===== src/rtl/sisc_fetch_unit.sv =====
// sisc_fetch_unit: credit-limited instruction prefetch with an in-order response queue and branch redirect.
// Define SISC_FETCH_REL_BR_EN for pc-relative branch targets (br_pc + 1 + br_imm); otherwise br_imm is absolute.
module sisc_fetch_unit #(
    parameter int                ADDR_W  = 16,
    parameter int                INSTR_W = 32,
    parameter int                DEPTH   = 4,
    parameter logic [ADDR_W-1:0] RST_VEC = '0
) (
    input  logic               clk,
    input  logic               rst_f,
    output logic               imem_req,
    output logic [ADDR_W-1:0]  imem_addr,
    input  logic               imem_rdy,
    input  logic               imem_rvalid,
    input  logic [INSTR_W-1:0] imem_rdata,
    input  logic               br_taken,
    input  logic [ADDR_W-1:0]  br_imm,
    input  logic [ADDR_W-1:0]  br_pc,
    output logic               ir_valid,
    input  logic               ir_ready,
    output logic [INSTR_W-1:0] ir_data,
    output logic [ADDR_W-1:0]  ir_pc
);
    localparam int CW = $clog2(DEPTH + 1);
    localparam int PW = $clog2(DEPTH);
    localparam logic [CW:0]   CRED = (CW + 1)'(DEPTH);
    localparam logic [PW-1:0] LAST = PW'(DEPTH - 1);

    logic [ADDR_W-1:0]  pc_q, pc_d, rsp_pc_q, rsp_pc_d, tgt;
    logic [CW-1:0]      cnt_q, cnt_d, out_q, out_d, disc_q, disc_d;
    logic [PW-1:0]      rd_q, rd_d, wr_q, wr_d;
    logic               boot_q, issue, resp, push, pop;
    logic [INSTR_W-1:0] dmem [DEPTH];
    logic [ADDR_W-1:0]  amem [DEPTH];

`ifdef SISC_FETCH_REL_BR_EN
    assign tgt = br_pc + ADDR_W'(1) + br_imm;
`else
    logic unused_br_pc;
    assign unused_br_pc = ^br_pc;
    assign tgt = br_imm;
`endif

    always_comb begin
        imem_req  = rst_f && !boot_q && !br_taken && (({1'b0, cnt_q} + {1'b0, out_q}) < CRED);
        imem_addr = pc_q;
        issue     = imem_req && imem_rdy;
        resp      = imem_rvalid && (out_q != '0);
        push      = resp && (disc_q == '0) && !br_taken;
        ir_valid  = cnt_q != '0;
        ir_data   = ir_valid ? dmem[rd_q] : '0;
        ir_pc     = ir_valid ? amem[rd_q] : '0;
        pop       = ir_valid && ir_ready;
        out_d     = out_q + CW'(issue) - CW'(resp);
        // every request still in flight at a redirect belongs to the old stream
        disc_d    = br_taken ? out_d : disc_q - CW'(resp && (disc_q != '0));
        cnt_d     = br_taken ? '0 : cnt_q + CW'(push) - CW'(pop);
        rd_d      = br_taken ? '0 : pop ? ((rd_q == LAST) ? '0 : rd_q + 1'b1) : rd_q;
        wr_d      = br_taken ? '0 : push ? ((wr_q == LAST) ? '0 : wr_q + 1'b1) : wr_q;
        pc_d      = br_taken ? tgt : pc_q + ADDR_W'(issue);
        rsp_pc_d  = br_taken ? tgt : rsp_pc_q + ADDR_W'(push);
    end

    always_ff @(posedge clk) begin
        if (!rst_f) begin
            pc_q     <= RST_VEC;
            rsp_pc_q <= RST_VEC;
            cnt_q    <= '0;
            out_q    <= '0;
            disc_q   <= '0;
            rd_q     <= '0;
            wr_q     <= '0;
            boot_q   <= 1'b1;
        end else begin
            pc_q     <= pc_d;
            rsp_pc_q <= rsp_pc_d;
            cnt_q    <= cnt_d;
            out_q    <= out_d;
            disc_q   <= disc_d;
            rd_q     <= rd_d;
            wr_q     <= wr_d;
            boot_q   <= 1'b0;
        end
    end

    always_ff @(posedge clk) begin
        if (push) begin
            dmem[wr_q] <= imem_rdata;
            amem[wr_q] <= rsp_pc_q;
        end
    end
endmodule

===== config.mk =====
export PLATFORM = sky130hd
export DESIGN_NAME = sisc_fetch_unit
export DESIGN_NICKNAME = d
export VERILOG_FILES = /design/src/rtl/sisc_fetch_unit.sv
export SDC_FILE = /design/constraint.sdc
export NUM_CORES = 1
export LEC_CHECK = 0
export ABC_AREA = 0
export CAP_MARGIN = 20
export CORE_ASPECT_RATIO = 1.2
export CORE_MARGIN = 4
export CORE_UTILIZATION = 25
export DETAILED_ROUTE_END_ITERATION = 10
export PLACE_DENSITY = 0.54
export SYNTH_ARGS = -nofsm -noshare
export SYNTH_HDL_FRONTEND = slang
export SYNTH_SLANG_ARGS = --single-unit

===== constraint.sdc =====
create_clock -name clk -period 6.4 [get_ports clk]
set_input_delay 1.28 -clock clk [delete_from_list [all_inputs] [get_ports clk]]
set_output_delay 1.28 -clock clk [all_outputs]
set_load 0.05 [all_outputs]

==> Yosys cells after proc, flatten, opt, wreduce, memory -nomap -nowiden <==
Memory sizes are Yosys's and may differ from the RTL's. A register that Yosys moved wholly into a read port is not among the register bits.
Index checks and enable logic that the tools add are counted.
Widths: inputs -> output; s select.
{ "word_totals": {"reg_bits": 46, "latchBits": 0, "ram_bits": 192, "rom_bits": 0, "out_inout_bits": 66, "wordCells": 54, "mem_count": 2} }
{ "classes": {"addsub": 10, "mul": 0, "n_div": 0, "n_lt_le_gt_ge": 1, "n_eq_ne": 2, "shift": 0, "muxes": 14, "n_bitwise": 1, "n_reduce_logical": 16} }
{ "mem_list": {"columns": ["memory", "depth", "word_bits", "read_ports", "rd_ports_with_merged_regs", "write_ports", "line_no", "source"], "rows": [
  ["dmem", 4, 32, 1, 1, 1, "33", "logic [INSTR_W-1:0] dmem [DEPTH];"],
  ["amem", 4, 16, 1, 1, 1, "34", "logic [ADDR_W-1:0] amem [DEPTH];"]
]} }
{ "ops": {"columns": ["operator", "count"], "rows": [
  ["$mux 16", 3],
  ["$add 16x1->16", 2],
  ["$mux 32", 1],
  ["$mux 2", 6],
  ["$logic_and 1x1->1", 9],
  ["$reduce_bool 3->1", 3],
  ["$sub 3x1->3", 3],
  ["$add 3x1->3", 2],
  ["$add 2x1->2 const B", 2],
  ["$add 3x3->4", 1],
  ["$eq 2x2->1 const B", 2],
  ["$lt 4x3->1 const B", 1],
  ["$logic_not 3->1", 1],
  ["$mux 1", 3],
  ["$mux 3", 1],
  ["$logic_not 1->1", 2],
  ["$reduce_or 2->1", 1],
  ["$not 1->1", 1]
]} }

==> Depth between registers and ports, before layout <==
{ "logic_depth": {"word_depth": 8, "ltp_mapped": 13} }

==> Worst setup path before layout <==
Ideal clock, no wire load.
{ "synth_timing": {"path_kind": "in2reg", "from": "input br_taken", "to": "register disc_q[2]", "arrival_ps": 4648, "slack_ps": 1619, "stages": 13, "cell_sequence": "clkbuf_1 inv_1 nand2_1 a311oi_1 nand2_1 ha_1 inv_1 ha_1 fa_1 xor2_1 xnor2_1 and2_1 a2bb2oi_1"} }
{ "synth_via": {"elab_chain_cells": 7} }
{ "synth_lines": {"columns": ["element", "line_no", "source"], "rows": [
  ["from (decl)", "16", "input logic br_taken,"],
  ["$logic_not 1->1", "45", "imem_req = rst_f && !boot_q && !br_taken && (({1'b0, cnt_q} + {1'b0, out_q}) < CRED);"],
  ["$logic_and 1x1->1 (2 in a row)", "45", null],
  ["named net imem_req", "11", "output logic imem_req,"],
  ["$logic_and 1x1->1", "47", "issue = imem_req && imem_rdy;"],
  ["$add 3x1->3", "54", "out_d = out_q + CW'(issue) - CW'(resp);"],
  ["$sub 3x1->3", "54", null],
  ["$mux 3", "56", "disc_d = br_taken ? out_d : disc_q - CW'(resp && (disc_q != '0));"],
  ["to (signal assigned)", "79", "disc_q <= disc_d;"],
  ["to (decl)", "30", "logic [CW-1:0] cnt_q, cnt_d, out_q, out_d, disc_q, disc_d;"]
]} }
The timed path passes the listed nets, and every way through them passes these cells.
A chain may end at the register's enable or synchronous reset.

==> Worst setup path in the final report <==
{ "layout_timing": {"from": "input br_taken", "to": "output imem_req"} }
{ "layout_via": {"elab_chain_cells": 3} }
{ "layout_lines": {"columns": ["element", "line_no"], "rows": [
  ["$logic_not 1->1", "45"],
  ["$logic_and 1x1->1 (2 in a row)", "45"],
  ["to (decl)", "11"]
]} }
No other way between the ends.

==> impl.org <==
** Run status
- Run status :: complete, no violations

** Cells and area
- In the final layout, the multi-input gates occupy 2710 um2.
- The area growth from synthesis to layout is 26.3%.
- Non-Filler Instances :: 1203
- Ratio of cells with drive above 1 in the final layout :: 0.145
- The filler cells instantiated in the layout total 3729.
- Diodes inserted :: 0
- Total Nets Final :: around 800
- In the final layout, flip-flops and latches occupy 6730 um2.

** Pwr
- For this design the ratio of total power to cell area is 302 nW/um2.
- For this design the static power due to leakage is 0.00386 uW.
- VDD sags by at most around 0.11 mV.

** Synth
- Of the total synthesized cell area, the portion taken by AND, OR, NAND and NOR gates is 0.0830.
- Post-synthesis mux area share :: 0.115
- Of the total synthesized cell area, the portion taken by XOR and XNOR cells is 0.0228.
- Syn Nets :: about 660
- Each instance of the synthesized netlist takes up on average 16.7 um2.
- After synthesis, the share of flip-flops with an asynchronous set or reset is 0.
- Number of warning messages in the yosys log :: 0
- Number of synthesized flops with an enable pin :: 192
- Area fraction in compound gates after synthesis :: 0.0347
- Top cells by count, synth :: edfxtp_1, and2_1, dfxtp_1, mux4_2, a21oi_1
- In the synthesized netlist, the number of instances is 575.
- Synth unique cells :: 41
- edfxtp_1 is the most common cell in the netlist.
- Netlist Area Pre-Place :: between 9000 and 10000 um2
- The share of the Yosys chip area taken by registers is 0.701.
- Cell taking the most area after synthesis :: edfxtp_1
- Flops & latches, synth :: 240
- Of the total synthesized cell area, the portion taken by full adders, half adders and majority gates is 0.0263.
- By area the synthesized netlist is led by edfxtp_1, mux4_2, dfxtp_1.
- Most frequently used flop master after synthesis :: edfxtp_1
- Post-synth top area share :: 0.601
- Combinational family with the most area after synthesis :: multiplexers

** Clock tree
- CTS clock-pin slew for the worst setup and hold paths :: roughly 60 ps
- The clock reaches the later pin of the worst-skew pair after roughly 520 ps.
- Hold buffers post-CTS :: 0
- Post-CTS repair changed the size of 0 cells.
- Buffers inserted by post-CTS timing repair :: 0
- Clock tree buffer depth :: 3
- TritonCTS built the clock tree.
- Clock root cell :: clkbuf_16
- CTS H-tree lvls :: 1
- The clock drives 240 sinks.
- In this run, CTS created clock tree buffers numbering 25.

** STA
- Final total negative setup slack :: 0 ps
- Final Max Slew Viols :: 0
- Setup violations remaining at the end of the flow were counted as 0.
- Based on the critical path, the design can be clocked at up to 203 MHz.
- For the pin with the worst max-slew slack, the measured transition is 839 ps.
- The worst pin sits at a relative slew slack of 0.441.
- Unrepaired setup endpoints after global routing :: false
- Counting I/O delays and the setup requirement, the final critical path takes ~4900 ps.
- Period utilization :: 0.771
- Max Clock Skew :: 14.1 ps
- Final hold violation count :: 0

** Die
- Starting utilization of the core area :: 0.254
- I/O pin total :: 136
- The core region is 37900 um2.
- Die Footprint :: 41600 um2
- The floorplan has 78 rows.
- The floorplan step set the die height to 223 um.
- Measured along the x axis, the die boundary spans 187 um.

** Placed design
- At the end of routability-driven placement, the weighted congestion stood at 0.767.
- Instance count after placement with tap cells included :: 1158
- In this run the tool buffered the top-level ports with 119 buffer cells.
- Detailed placement ended at an HPWL of 13000 um.

** Route
- Routed via count divided by cell count :: 4.46
- Once detail routing completed, the nets flagged for antenna violations numbered 0.
- After the first detailed-routing iteration, the DRC count stood at 323.
- In the routed design, unresolved DRC markers number 0.
- TritonRoute pass-1 iters :: 4
- Aggregate routed wire length :: 21200 um
- The routed layout has ~5400 vias.
- In the final routed layout, each cell accounts on average for 17.6 um.

** Critical path
- At the worst endpoint, the required time is 5120 ps.
- Worst Setup End Kind :: output pin
- Category of the worst setup path launch point :: primary input
- The critical path in this run is classified as in2out.
- STA puts the critical path data arrival time at roughly 3700 ps.
- Highest fanout seen on the critical path :: 9

** Global route
- The number of global-route vias before repair was 5621.
- The total overflow left after global routing is 0.
- The number of antenna violations at the first check in global routing was 1.
- First-pass GRT wire length :: 32700 um
- Maximum number of pins on one net before global-route repair :: 52
- For this run, the total global-route usage over all layers was measured as 0.100.

** Hold path
- Class of the tightest hold or removal check :: reg2reg

** Job
- Max capacitance violation total :: 0
## layout by cell type, fill, tap and decap left out, types with 5 or more instances in the layout
cell type,instances
xor2_1,7
mux4_2,48
clkinv_1,6
clkbuf_16,25
a21oi_1,29
o21ai_0,17
xnor2_1,18
nor3_1,5
edfxtp_1,192
nor2_1,16
dfxtp_1,46
and2_1,53
buf_4,8
ha_1,17
inv_1,17
clkdlybuf4s50_1,119
nand3_1,13
nand4_1,10
nand2_1,17
## registers in the layout, indices dropped and copies added (netlist names), named ones only
signal and cells:
rd_q 2, cnt_q 3, out_q 3, disc_q 3
dmem 128, wr_q 2, imem_addr 16, rsp_pc_q 16
boot_q 1, amem 64
## critical path: stages
cell and delay [ps]:
clkdlybuf4s50_1 610, inv_1 150, nand2_1 230, a311oi_1 490
clkdlybuf4s50_1 890
## layout make-up
| cell class | count | share of cell area |
|---|---|---|
| sequential | 240 | 0.555 |
| multi-input combinational | 293 | 0.223 |
| timing repair buffer | 128 | 0.105 |
| clock buffer | 29 | 0.0528 |
| tap | 480 | 0.0495 |
| clock inverter | 15 | 0.00897 |
| inverter | 18 | 0.00557 |
## path summary, 6_finish.rpt
| path | start | endpoint | slack [ps] | cells after the start |
|---|---|---|---|---|
| min reg2reg | rd_q[1]$_SDFFE_PP0P_ | register | 480 | 2 |
| max reg2reg | out_q[2]$_SDFF_PN0_ | disc_q[2]$_SDFF_PN0_ | 3200 | 12 |
| min | rd_q[1]$_SDFFE_PP0P_ | register | 480 | 2 |
| max | br_taken | imem_req | 1470 | 5 |
## routing by layer
layer,GRT usage,part of all wire,vias up
met1,0.133,0.45,2684
met4,0.0296,0.024,0
li1,-,-,2481
met2,0.164,0.46,153
met3,0.0245,0.061,43
met5,0,0,-
## where the power goes
group / internal, uW / switching (uW) / leakage [uW]
Sequential: 1760 / 49.3 / 0.00214
Clock: 756 / 587 / 0.000359
Combinational: 212 / 303 / 0.00137
## through the flow
stage | hold slack (ps) | worst slack [ps] | utilization | total power (uW) | area, um2
floorplan | 454 | 1620 | - | 2160 | 9600
CTS | 480 | 1420 | 0.320 | 3730 | 12100
global placement | 467 | 1390 | 0.300 | 2360 | 11400
global route | 502 | 1270 | 0.320 | 3830 | 12100
detailed placement | 468 | 1440 | 0.300 | 2360 | 11400
finish | 481 | 1470 | 0.320 | 3660 | 12100
## cell families (layout without fill, tap and decap cells)
logic type,after synthesis,after routing
AO/OA/AOI/OAI,59,59
XOR/XNOR,25,25
adder cells (fa/ha/maj),19,19
buffers and inverters,42,190
flip-flops,240,240
multiplexers,50,50
AND/OR/NAND/NOR,140,140
Power figures use the tool's default switching activity.
==> RTL edit 1: new RTL, same settings <==
Make the reset (`rst_f`) asynchronous in one clocked block.
--- a/src/rtl/sisc_fetch_unit.sv
+++ b/src/rtl/sisc_fetch_unit.sv
@@ -61,7 +61,7 @@
         rsp_pc_d  = br_taken ? tgt : rsp_pc_q + ADDR_W'(push);
     end
 
-    always_ff @(posedge clk) begin
+    always_ff @(posedge clk or negedge rst_f) begin
         if (!rst_f) begin
             pc_q     <= RST_VEC;
             rsp_pc_q <= RST_VEC;
Behaviour: differs if rst_f is asserted again (counterexample within 4 cycles, from zero or initial values and one cycle with rst_f low); with rst_f held inactive, the same outputs for 4 cycles.
==> RTL edit 1 against the original RTL <==
Wire length is 0.67% lower; synthesized cell count is 3.8% lower; critical path depth is 1 lower; register-to-register slack better by 0.26 ns; final area is 2.9% higher; sequential cell count is 2 lower; clock skew is 0.00092 ns lower; cell count is 2.4% higher; first-iteration DRC count is 40% lower; count of clock-buffer cells in the layout is 7 higher; worst setup slack better by 0.33 ns; area after synthesis is 2.6% higher.
Power is not compared: it rests on default switching activity, and its combinational part moved more than twofold at a synthesized area within 25%.
==> RTL edit 1: results (changes against the original RTL) <==
* Num Clock Sinks: 238, was 240
* worst relative slew slack: 42.5%, was 44.1%
* unique cell type count in the Yosys netlist: 36, was 41
* multiplexer share of the synthesized area: 13.4%, was 11.5%
* dpl ws: 2.22 ns, was 1.44 ns
* Setup Skew: 0.0131 ns, was 0.0141 ns
* Routed met2 length: 10300 um, was 9840 um
* first-pass GRT wire length: 33000 um, was 32700 um
* parity-gate share of the synthesized area counting xor and xnor cells: 2.67%, was 2.28%
* top fanout value on the critical path: 38, was 9
* clkbuf count: 36, was 29
* share of the final layout cell area in multi-input gates: 22.0%, was 22.3%
* post-DR vias/cell: 4.16, was 4.46
* PortBufs: 119, unchanged
* post-detail-place hpwl: 13200 um, was 13000 um
* Post-synth top cells: edfxtp_1 (192), and2_1 (53), mux4_2 (48), dfrtp_1 (45), inv_1 (22), was edfxtp_1 (192), and2_1 (57), dfxtp_1 (48), mux4_2 (48), a21oi_1 (29)
* filler instances: 3789, was 3729
* met2 GRT Util: 16.8%, was 16.4%
* Total Routing Usage GR: 9.88%, was 10.0%
* share of the synthesized area in compound gates (AO/OA/AOI/OAI): 1.32%, was 3.47%
* Main synth FF type: edfxtp_1, unchanged
* multi-input combinational cell count: 270, was 293
* placer congestion estimate: 0.746, was 0.767
* master of the slowest instance on the critical path: dfrtp_4, was clkdlybuf4s50_1
* non-clock buffer area fraction after layout: 10.1%, was 10.5%
* multi-input logic area: 2750 um2, was 2710 um2
* placed insts: 1183, was 1158
* post-synth net total: 642, was 664
* starting density of the core: 25.4%, about the same
* non-clock buffer total of the final layout: 128, unchanged
* initial antenna violation count: 0, was 1
* met3 routed WL: 1280 um, was 1290 um
* main area contributors after synthesis: edfxtp_1 (59%), dfrtp_1 (11%), mux4_2 (11%), was edfxtp_1 (60%), mux4_2 (11%), dfxtp_1 (10%)
* fraction of standard cell area that is sequential: 55.5%, about the same
* async set or reset register ratio after synthesis: 19.3%, was 0%
* proportion of synthesized chip area in sequential cells: 70.2%, was 70.1%
* cells resized by post-CTS repair: 0, unchanged
* DRT met1 WL: 9130 um, was 9580 um
* Iter 0 DRT Violations: 195, was 323
* outcome: finished, final reports clean, unchanged
* total number of nets in the final design: 775, was 795
* number of signal-net inverters in the final layout: 22, was 18
* number of global-route vias before repair: 5752, was 5621
* routed wire length: 21100 um, was 21200 um
* fraction of area in clock buffers and inverters: 6.46%, was 6.18%
* CP max stage delay: 0.94 ns, was 0.89 ns
* mean instance size in the synthesized netlist: 17.8 um2, was 16.7 um2
* wire length per cell: 17.1 um, was 17.6 um
* area share of fa/ha/maj cells after synthesis: 2.57%, was 2.63%
* final design utilization: 32.1%, was 32.0%
* total iterations of the first detailed-routing run: 4, unchanged
## RTL edit 1: cell types whose count changed after synthesis, moves of 5 or more
cell,delta
dfxtp_1,-48
dfrtp_1,+45
a21oi_1,-23
mux2_2,+20
o21ai_0,-11
xor2_1,+9
nand3_1,-7
clkbuf_1,-6
inv_1,+5
## RTL edit 1: final timing paths
check / start / end / slack [ns] / depth (start not counted)
hold reg to reg: wr_q[1]$_DFFE_PN0P_ / wr_q[1]$_DFFE_PN0P_ / 0.57 / 2
setup / recovery: rd_q[0]$_DFFE_PN0P_ / ir_data[17] / 1.80 / 4
setup reg to reg: cnt_q[2]$_DFF_PN0_ / imem_addr[12]$_DFF_PN0_ / 3.46 / 11
max in group asynchronous: rst_f / rd_q[0]$_DFFE_PN0P_ / 5.00 / 2
hold / removal: wr_q[1]$_DFFE_PN0P_ / wr_q[1]$_DFFE_PN0P_ / 0.57 / 2
min in group asynchronous: rst_f / imem_addr[11]$_DFF_PN0_ / 0.92 / 2
==> RTL edit 2: new RTL, same settings <==
Made on the original files. Add a define of `SISC_FETCH_REL_BR_EN`.
--- a/src/rtl/sisc_fetch_unit.sv
+++ b/src/rtl/sisc_fetch_unit.sv
@@ -1,5 +1,7 @@
 // sisc_fetch_unit: credit-limited instruction prefetch with an in-order response queue and branch redirect.
 // Define SISC_FETCH_REL_BR_EN for pc-relative branch targets (br_pc + 1 + br_imm); otherwise br_imm is absolute.
+`define SISC_FETCH_REL_BR_EN
+
 module sisc_fetch_unit #(
     parameter int                ADDR_W  = 16,
     parameter int                INSTR_W = 32,
Function: changed (a bounded check fails within 4 cycles, from zero or initial values and one cycle with rst_f low).
==> RTL edit 2 against the original RTL <==
Final area increased by 10%; area after synthesis increased by 9.7%; die area increased by 9.3%; total power grew 6.6%; wire length rose by 17%; worst setup slack improved by 0.12 ns; sequential cell count unchanged; synthesized cell count is 23% higher; clock skew up 0.0061 ns; critical endpoint unchanged; largest power group unchanged.
==> RTL edit 2: results (changes against the original RTL) <==
* outcome: finished, final reports clean, unchanged
* routed vias: 6335, was 5361
* top fanout value on the critical path: 13, was 9
* routed wire length: 24800 um, was 21200 um
* parity-gate share of the synthesized area counting xor and xnor cells: 2.91%, was 2.28%
* initial antenna violation count: 0, was 1
* total number of nets in the final design: 955, was 795
* number of global-route vias before repair: 6692, was 5621
* worst IR drop on VDD: 0.000157 V, was 0.000108 V
* Iter 0 DRT Violations: 339, was 323
* Total Routing Usage GR: 10.8%, was 10.0%
* number of buffers created by CTS: 26, was 25
* share of the synthesized area in compound gates (AO/OA/AOI/OAI): 6.03%, was 3.47%
* placer congestion estimate: 0.775, was 0.767
* fraction of final layout cells with drive strength greater than 1: 12.8%, was 14.5%
* PortBufs: 135, was 119
* dpl ws: 1.54 ns, was 1.44 ns
* proportion of synthesized chip area in sequential cells: 63.9%, was 70.1%
* area share of fa/ha/maj cells after synthesis: 4.37%, was 2.63%
* unique cell type count in the Yosys netlist: 57, was 41
* worst relative slew slack: 32.1%, was 44.1%
* first-pass GRT wire length: 38600 um, was 32700 um
* Skew-Pair Late Insertion Delay: 0.54 ns, was 0.52 ns
* launch point of the worst path: rst_f, was br_taken
* post-detail-place hpwl: 16500 um, was 13000 um
* static leakage: 0.00439 uW, was 0.00386 uW
* main area contributors after synthesis: edfxtp_1 (55%), mux4_2 (10%), dfxtp_1 (9.1%), was edfxtp_1 (60%), mux4_2 (11%), dfxtp_1 (10%)
-- RTL edit 2: final timing paths --
check | to | slack, ns | depth (start not counted)
setup / recovery | imem_req | 1.59 | 6
hold / removal | flop | 0.49 | 2
setup reg to reg | imem_addr[10]$_SDFF_PN0_ | 3.48 | 13
hold reg to reg | flop | 0.49 | 2
-- RTL edit 2: area by class of cell --
cell class / instances / area, um2
tap: 546 / 683
multi-input combinational: 414 / 3600
sequential: 240 / 6730
fill: 4144 / 28300
inverter: 23 / 86.3
clock buffer: 32 / 673
clock inverter: 15 / 145
antenna: 1 / 2.50
timing repair buffer: 145 / 1450
-- RTL edit 2: cell families after synthesis --
group / after synthesis
muxes: 52
and+or+nand+nor: 194
xor gates and xnor gates: 35
AOI/OAI and AO/OA: 98
DFF: 240
adders and majority gates: 35
buffers and inverters: 51
-- RTL edit 2: tightest hold or removal path, cell delays in order (launching register included) --
cell and delay (ns):
dfxtp_1 0.31, nand2_1 0.05, a21oi_1 0.07
-- RTL edit 2: layer usage --
| metal | vias up | wire, um | global-route usage, % |
|---|---|---|---|
| li1 | 2994 | - | - |
| met1 | 3158 | 10800 | 13.9 |
| met2 | 152 | 12400 | 19.1 |
| met3 | 31 | 1140 | 1.74 |
| met4 | 0 | 451 | 2.79 |
| met5 | - | 0 | 0 |
-- RTL edit 2: where the power goes --
part	internal [uW]	switching, uW	total, uW	leakage, uW
Sequential	1770	65.6	1840	0.00214
Combinational	259	375	634	0.00187
Clock	831	604	1430	0.000382
-- RTL edit 2: stage by stage --
stage | hold WS, ns | cells | area (um2)
3_5_place_dp | 0.482 | 1366 | 12500
2_1_floorplan | 0.454 | 705 | 10500
5_1_grt | 0.518 | 1415 | 13400
3_3_place_gp | 0.458 | 1366 | 12500
6_report | 0.489 | 1416 | 13400
4_1_cts | 0.490 | 1413 | 13300
